===== src/rtl/regfile_param.sv =====
// Parametrised 1-write/2-read register file with optional hardwired-zero r0,
// write-to-read bypass, registered reads and a one-register-per-cycle clear engine.
module regfile_param #(
  parameter int unsigned DATA_W   = 32,
  parameter int unsigned ADDR_W   = 5,
  parameter bit          ZERO_REG = 1'b1,
  parameter bit          BYPASS   = 1'b1,
  parameter bit          READ_REG = 1'b0
) (
  input  logic              clock,
  input  logic              ctrl_reset,
  input  logic              ctrl_writeEnable,
  input  logic [ADDR_W-1:0] ctrl_writeReg,
  input  logic [DATA_W-1:0] data_writeReg,
  input  logic [ADDR_W-1:0] ctrl_readRegA,
  input  logic [ADDR_W-1:0] ctrl_readRegB,
  input  logic              ctrl_clear,
  output logic [DATA_W-1:0] data_readRegA,
  output logic [DATA_W-1:0] data_readRegB,
  output logic              status_busy,
  output logic              status_writeDropped
);

  localparam int unsigned DEPTH = 1 << ADDR_W;

  localparam logic [0:0] ST_IDLE  = 1'b0;
  localparam logic [0:0] ST_CLEAR = 1'b1;

  localparam logic [ADDR_W-1:0] PTR_FIRST = ZERO_REG ? ADDR_W'(1) : ADDR_W'(0);
  localparam logic [ADDR_W-1:0] PTR_LAST  = ADDR_W'(DEPTH - 1);

  logic [DATA_W-1:0] r_mem [DEPTH];
  logic [0:0]        r_state;
  logic [0:0]        w_state_nxt;
  logic [ADDR_W-1:0] r_ptr;
  logic [ADDR_W-1:0] w_ptr_nxt;
  logic              r_dropped;
  logic              w_busy;
  logic              w_wr_acc;
  logic              w_wr_en;
  logic [DATA_W-1:0] w_rd_a;
  logic [DATA_W-1:0] w_rd_b;

  assign w_busy   = (r_state == ST_CLEAR);
  assign w_wr_acc = ctrl_writeEnable && !w_busy && !ctrl_reset;
  // An accepted write to a hardwired r0 is swallowed, so it never bypasses either.
  assign w_wr_en  = w_wr_acc && !(ZERO_REG && (ctrl_writeReg == '0));

  // Clear engine state register
  always_ff @(posedge clock) begin
    if (ctrl_reset) begin
      r_state <= ST_IDLE;
      r_ptr   <= '0;
    end else begin
      r_state <= w_state_nxt;
      r_ptr   <= w_ptr_nxt;
    end
  end

  // Clear engine next-state logic
  always_comb begin
    w_state_nxt = r_state;
    w_ptr_nxt   = r_ptr;
    case (r_state)
      ST_IDLE: begin
        if (ctrl_clear) begin
          w_state_nxt = ST_CLEAR;
          w_ptr_nxt   = PTR_FIRST;
        end
      end
      ST_CLEAR: begin
        w_ptr_nxt = r_ptr + ADDR_W'(1);
        if (r_ptr == PTR_LAST) begin
          w_state_nxt = ST_IDLE;
        end
      end
      default: begin
        w_state_nxt = ST_IDLE;
      end
    endcase
  end

  // Storage: writes are blocked while sweeping, so the two updates never collide
  always_ff @(posedge clock) begin
    if (ctrl_reset) begin
      r_mem <= '{default: '0};
    end else begin
      if (w_wr_en) begin
        r_mem[ctrl_writeReg] <= data_writeReg;
      end
      if (w_busy) begin
        r_mem[r_ptr] <= '0;
      end
    end
  end

  always_ff @(posedge clock) begin
    if (ctrl_reset) begin
      r_dropped <= 1'b0;
    end else begin
      r_dropped <= ctrl_writeEnable && w_busy;
    end
  end

  always_comb begin
    w_rd_a = r_mem[ctrl_readRegA];
    if (BYPASS && w_wr_en && (ctrl_readRegA == ctrl_writeReg)) begin
      w_rd_a = data_writeReg;
    end
    if (ZERO_REG && (ctrl_readRegA == '0)) begin
      w_rd_a = '0;
    end
  end

  always_comb begin
    w_rd_b = r_mem[ctrl_readRegB];
    if (BYPASS && w_wr_en && (ctrl_readRegB == ctrl_writeReg)) begin
      w_rd_b = data_writeReg;
    end
    if (ZERO_REG && (ctrl_readRegB == '0)) begin
      w_rd_b = '0;
    end
  end

  generate
    if (READ_REG) begin : g_rd_reg
      logic [DATA_W-1:0] r_rd_a;
      logic [DATA_W-1:0] r_rd_b;

      always_ff @(posedge clock) begin
        if (ctrl_reset) begin
          r_rd_a <= '0;
          r_rd_b <= '0;
        end else begin
          r_rd_a <= w_rd_a;
          r_rd_b <= w_rd_b;
        end
      end

      assign data_readRegA = r_rd_a;
      assign data_readRegB = r_rd_b;
    end else begin : g_rd_comb
      assign data_readRegA = w_rd_a;
      assign data_readRegB = w_rd_b;
    end
  endgenerate

  assign status_busy         = w_busy;
  assign status_writeDropped = r_dropped;

endmodule


===== config.mk =====
export PLATFORM = sky130hd
export DESIGN_NAME = regfile_param
export DESIGN_NICKNAME = d
export VERILOG_FILES = /design/src/rtl/regfile_param.sv
export SDC_FILE = /design/constraint.sdc
export NUM_CORES = 2
export LEC_CHECK = 0
export ABC_AREA = 1
export CORE_AREA = 5 5 414 416
export CTS_CLUSTER_SIZE = 30
export DETAILED_ROUTE_END_ITERATION = 8
export DIE_AREA = 0 0 419 421
export PLACE_DENSITY_LB_ADDON = 0.2
export RECOVER_POWER = 100
export REMOVE_ABC_BUFFERS = 1
export SLEW_MARGIN = 20
export SYNTH_ARGS = -nofsm -noshare
export SYNTH_HDL_FRONTEND = slang
export SYNTH_SLANG_ARGS = --single-unit

===== constraint.sdc =====
create_clock -name clock -period 2.3 [get_ports clock]
set_clock_uncertainty 0.1 [all_clocks]
set_input_delay 0.345 -clock clock [delete_from_list [all_inputs] [get_ports clock]]
set_output_delay 0.345 -clock clock [all_outputs]
set_load 0.02 [all_outputs]

Word level (Yosys, flattened, before mapping)
Cells that the tools add are included.
{"block": "op_classes", "n_eq_ne": 4, "mux": 23, "bitwise_logic": 7, "n_reduce_logical": 14, "n_addsub": 1, "n_lt_le_gt_ge": 6}
{"op": "$mux W1024", "count": 3}
{"op": "$and A1024 B1024 Y1024", "count": 1}
{"op": "$bwmux W1024", "count": 1}
{"op": "$not A1024 Y1024", "count": 1}
{"op": "$bmux W32 S5", "count": 2}
{"op": "$demux W32 S5", "count": 2}
{"op": "$mux W32", "count": 10}
{"op": "$ge A6 B6 Y1 const B", "count": 4}
{"op": "$not A5 Y6", "count": 4}
{"op": "$logic_not A5 Y1", "count": 3}
{"op": "$lt A6 B1 Y1 const B", "count": 2}
{"op": "$eq A5 B5 Y1", "count": 2}
{"op": "$pmux W5 S2", "count": 1}
{"op": "$logic_and A1 B1 Y1", "count": 8}
{"op": "$add A5 B1 Y5 const B", "count": 1}
{"op": "$eq A5 B5 Y1 const B", "count": 1}
{"op": "$mux W5", "count": 1}
{"op": "$logic_not A1 Y1", "count": 3}
{"op": "$mux W1", "count": 2}
{"op": "$ne A2 B2 Y1 const B", "count": 1}
{"op": "$pmux W1 S2", "count": 1}
{"op": "$not A1 Y1", "count": 1}
{"block": "totals", "output_inout_bits": 66, "input_bits": 51, "elab_cells": 90, "ff_bits": 1031}

Longest topological paths before layout
{"block": "depth", "depth_word": 10, "mapped_depth": 13, "depth_no_buf": 10}

Worst setup path before layout
OpenSTA, ideal clock, no wires.
{"block": "synth_path", "path_kind": "register to output", "start": "reg r_state, in the netlist status_busy", "end": "out data_readRegA[10]", "arrival_time_ps": 2009, "required_time_ps": 1855, "path_buffers": 2, "setup_slack_ps": -154, "path_stages_with_launch": 8, "cell_sequence": "dfxtp_1 -> nor3_2 -> nand2_2 -> buf_6 -> nor3_2 -> nand2_1 -> clkbuf_1 -> a21oi_1"}
{"block": "synth_via", "elab_chain_cells": 7}
{"item": "from (decl)", "line": "33", "rtl": "logic [0:0] r_state;"}
{"item": "from (signal assigned)", "line": "55", "rtl": "r_state <= w_state_nxt;"}
{"item": "$logic_not A1 Y1", "line": "45", "rtl": "assign w_wr_acc = ctrl_writeEnable && !w_busy && !ctrl_reset;"}
{"item": "$logic_and A1 B1 Y1 (2 in a row)", "line": "45"}
{"item": "$logic_and A1 B1 Y1", "line": "47", "rtl": "assign w_wr_en = w_wr_acc && !(ZERO_REG && (ctrl_writeReg == '0));"}
{"item": "$logic_and A1 B1 Y1", "line": "107", "rtl": "if (BYPASS && w_wr_en && (ctrl_readRegA == ctrl_writeReg)) begin"}
{"item": "$mux W32", "line": "107"}
{"item": "$mux W32", "line": "110", "rtl": "if (ZERO_REG && (ctrl_readRegA == '0)) begin"}
{"item": "to (decl)", "line": "18", "rtl": "output logic [DATA_W-1:0] data_readRegA,"}
No other way between the ends.

Worst setup path after layout
{"block": "layout_path", "start": "reg r_state, in the netlist status_busy", "end": "out data_readRegA[9]"}
The elaborated chain is that of the path after synthesis.

==> metrics.md <==
| Metric | Value |
|---|---|
| Critical path required time | `1860 ps` |
| Core area | `~170000 µm²` |
| Path class of the lowest-slack min-delay path | `in2reg` |
| Clock network power share | `0.443` |
| Result of the run | `finished with violations` |
| Cell Pwr Density | `around 640 nW/µm²` |
| Final worst path period share | `1.32` |
| Hold-critical path endpoint | `status_writeDropped$_SDFF_PP0_` |
| Proportion of power drawn by flip-flops and latches | `0.376` |
| Fraction of power spent switching nets | `0.304` |
| Area taken by multi-input logic gates | `31100 µm²` |
| Internal power summed over all cells | `33.4 mW` |
| Total number of yosys warnings | `0` |
| Sequence of cells on the critical path | `nor3_4 > nand2_2 > nor3_4 > buf_12 > nand2_8 > buf_12 > a21oi_2 > buf_4 > buf_4` |
| Violated checks | `design-rule violations, negative setup slack` |
| Fmax | `approximately 0.33 GHz` |
| Worst reg2reg endpoint | `r_mem[151]$_SDFF_PP0_` |
| Placed wire-length estimate after detailed placement | `219000 µm` |
| Yosys reg bits | `between 1k and 1.5k` |
| R2R Path Start | `status_busy$_SDFF_PP0_` |
| Number of buffers inserted by port buffering | `between 100 and 150` |
| Initial Util | `0.348` |
| Maximum fanout count along the critical path | `5` |
| Final number of max-transition violations | `0` |
| Residual antenna-violating net count after detailed routing | `0` |
| Clock Sink Count | `1031` |
| Post-synthesis cell area | `58000 µm²` |
| Fraction of the yosys area taken by sequential cells | `0.356` |
| Unrepaired setup endpoints after global routing | `yes` |
| Final worst path period need | `3030 ps` |
| Clock tree from TritonCTS | `done` |
| Longest individual stage delay on the worst path | `about 330 ps` |
| Reported leakage power | `33.2 nW` |
| Die H | `around 420 µm` |
| Wire length of the first global-routing pass | `roughly 450000 µm` |
| End-of-flow core utilization | `0.450` |
| Final hold violation count | `0` |
| Detail-routed net length per standard cell | `between 20 and 30 µm` |
| Layout overhead on the synthesized area | `29.3%` |
| Category of the worst setup path launch point | `register` |
| Maximum vdd ir drop | `approximately 0.00088 V` |
| Number of global-route vias before repair | `around 63k` |
| Final weighted congestion in routability-driven placement | `between 0.9 and 1` |
| Register-to-Register Path Depth | `8` |
| Drt total wl | `between 300000 and 400000 µm` |
| Final nets | `slightly below 10k` |
| Share of power burned in combinational logic | `0.182` |
| Total global routing overflow | `0` |
| Vias per inst | `around 5.8` |
| Post-synthesis area per instance | `~6.3 µm²` |
| Total number of placement rows | `150` |
| Number of maximum-capacitance constraint violations | `0` |
| Later-pin clock latency in the skew report | `780 ps` |
| Top-level port count | `roughly 120` |
| Clock Tree Buf Depth | `3` |
| Count of mapped cells out of synthesis | `around 9.3k` |
| Die footprint | `roughly 180000 µm²` |
| Share of layout cells above drive strength 1 | `0.148` |
| Final Total Pwr | `between 40 and 50 mW` |
| X dimension of the die | `419 µm` |
| Root Buffer | `clkbuf_16` |
| DRC marker count from the first detailed-route iteration | `9492` |
| FF/Latch Area | `between 20000 and 25000 µm²` |
| Worst Hold Path Cells | `3` |
| Worst hold path startpoint | `ctrl_writeEnable` |
| Relative slew slack | `0.342` |
| Layout filler cell count | `17.0k` |
| H-tree depth | `4` |
| Final critical-path setup slack | `-734 ps` |
| Global routing usage summed across all routing layers | `0.346` |
| DRT Pass-1 Iters | `9` |
| Largest net degree at the start of global routing | `58` |
| Element type at the critical path end | `primary output` |
| Total of endpoints with negative setup slack in the final report | `around 360` |
| Setup Crit Path Kind | `reg2out` |
| Number of CTS-inserted buffers | `130` |
| Final TNS setup | `-63920 ps` |
| Cell type of the slowest stage on the worst timing path | `dfxtp_2` |
| Transition time at the pin with the least slew margin | `987 ps` |
| Clock-pin slew reported for the worst setup and hold paths after clock tree synthesis | `roughly 60 ps` |
| Count of unique library cells instantiated by Yosys | `29` |
| Critical path arrival | `2590 ps` |
| Count of hold-fix buffers inserted at cts | `0` |
| Power spent charging and discharging nets | `about 15 mW` |
| Worst slack, placed | `-1510 ps` |
| R2R Setup Slk | `-260 ps` |
| Overall via count from detail_route | `around 70k` |
| Initial antenna violation count | `15` |
| # DRC | `9` |
-- synth_stat cells (all sizes together) --
cell type | instances | area share
nor2 | 658 | 0.043
o22ai | 1 | 0.00011
a211oi | 576 | 0.075
o211ai | 113 | 0.015
nor2b | 1 | 0.00011
buf | 171 | 0.013
dfxtp | 1031 | 0.36
clkbuf | 665 | 0.043
xor2 | 5 | 0.00075
xnor2 | 2 | 0.00030
nand4 | 3 | 0.00032
ha | 5 | 0.0011
o21ai | 452 | 0.039
clkinv | 11 | 0.00071
nor3 | 17 | 0.0032
a22oi | 2 | 0.00026
a21oi | 510 | 0.044
nand2 | 2164 | 0.14
nor3b | 2 | 0.00026
nand3 | 1804 | 0.16
inv | 1073 | 0.069
-- cell families after synthesis --
logic type	Yosys count	share of synthesized area
DFF	1031	0.356
xor gates and xnor gates	7	0.00106
and+or+nand+nor	4649	0.343
adders and majority gates	5	0.00108
buffers and inverters	1920	0.127
AOI/OAI and AO/OA	1654	0.173
-- registers in the layout, summed over array words and instances, names as in the netlist --
signal / count
r_ptr: 5
r_mem: 1024
status_writeDropped: 1
status_busy: 1
-- metal layers --
metal / global-route usage / part of all wire
met5: 0 / 0.00011
met4: 0.253 / 0.090
met3: 0.0740 / 0.11
met2: 0.520 / 0.42
met1: 0.437 / 0.38
-- timing repair --
action / 4_1_cts / 5_1_grt
pin swaps: 35 / 21
hold endpoints to repair: 0 / 0
buffers inserted: 22 / 15
resized for setup: 393 / 100
setup endpoints to repair: 65 / 118
cloned: 1 / 1
-- stage by stage --
stage / hold WS [ps] / cells / cell area (µm²)
after global routing: 92.2 / 12000 / 75000
final: 77.5 / 12000 / 75000
after floorplan: 317 / 8430 / 54700
after global placement: 343 / 11700 / 70100
after CTS: 45.6 / 12000 / 75300
after detailed placement: 350 / 11700 / 70100
-- worst max-delay path, delay by kind of cell, from the launching register on --
kind                   cells  cell delay, ps
AO/OA/AOI/OAI              1             260
AND/OR/NAND/NOR            4             540
flip-flops                 1             330
buffers and inverters      4             650
-- worst max-delay path by stage --
| stage | start | endpoint | slack [ps] | cells after the start |
|---|---|---|---|---|
| 2_1_floorplan | ctrl_readRegA[1] | data_readRegA[0] | -5180 | 4 |
| 3_3_place_gp | ctrl_writeReg[3] | data_readRegB[10] | -1560 | 9 |
| 3_5_place_dp | ctrl_writeReg[3] | data_readRegB[10] | -1510 | 9 |
| 4_1_cts | status_busy$_SDFF_PP0_ | data_readRegA[6] | -820 | 10 |
| 5_1_grt | status_busy$_SDFF_PP0_ | data_readRegA[6] | -810 | 10 |
| 6_report | status_busy$_SDFF_PP0_ | data_readRegA[9] | -730 | 9 |
-- cell usage in the layout, fill, tap and decap left out, types with 11 or more instances in the layout --
cell / count
a211oi_1: 574
a21oi_1: 446
a21oi_2: 25
a21oi_4: 39
buf_12: 257
buf_4: 665
buf_6: 78
buf_8: 13
clkbuf_1: 32
clkbuf_16: 135
clkbuf_2: 22
clkbuf_4: 25
clkbuf_8: 32
clkdlybuf4s50_1: 35
clkinv_2: 11
dfxtp_1: 1030
inv_1: 1060
nand2_1: 2133
nand2_2: 18
nand2_4: 11
nand3_1: 1786
nand3_2: 12
nor2_1: 655
o211ai_1: 113
o21ai_0: 422
o21ai_2: 12
o21ai_4: 16
-- area by class of cell --
cell class / count / area share
multi-input cells: 6315 / 0.414
repair buffers: 1120 / 0.161
clock inverters: 30 / 0.00546
well taps: 2204 / 0.0368
flip-flops and latches: 1031 / 0.275
diodes: 10 / 0.000334
inverters: 1084 / 0.0550
clock buffers: 189 / 0.0516
-- power groups by stage --
stage	logic, mW	clock network (mW)	registers [mW]
after floorplan	3.33	0	18.4
after global routing	9.01	22.1	18.0
after detailed placement	8.27	0	18.4
after global placement	8.25	0	18.4
final	8.71	21.2	18.0
after CTS	8.46	21.3	18.0
Power figures use the tool's default switching activity.
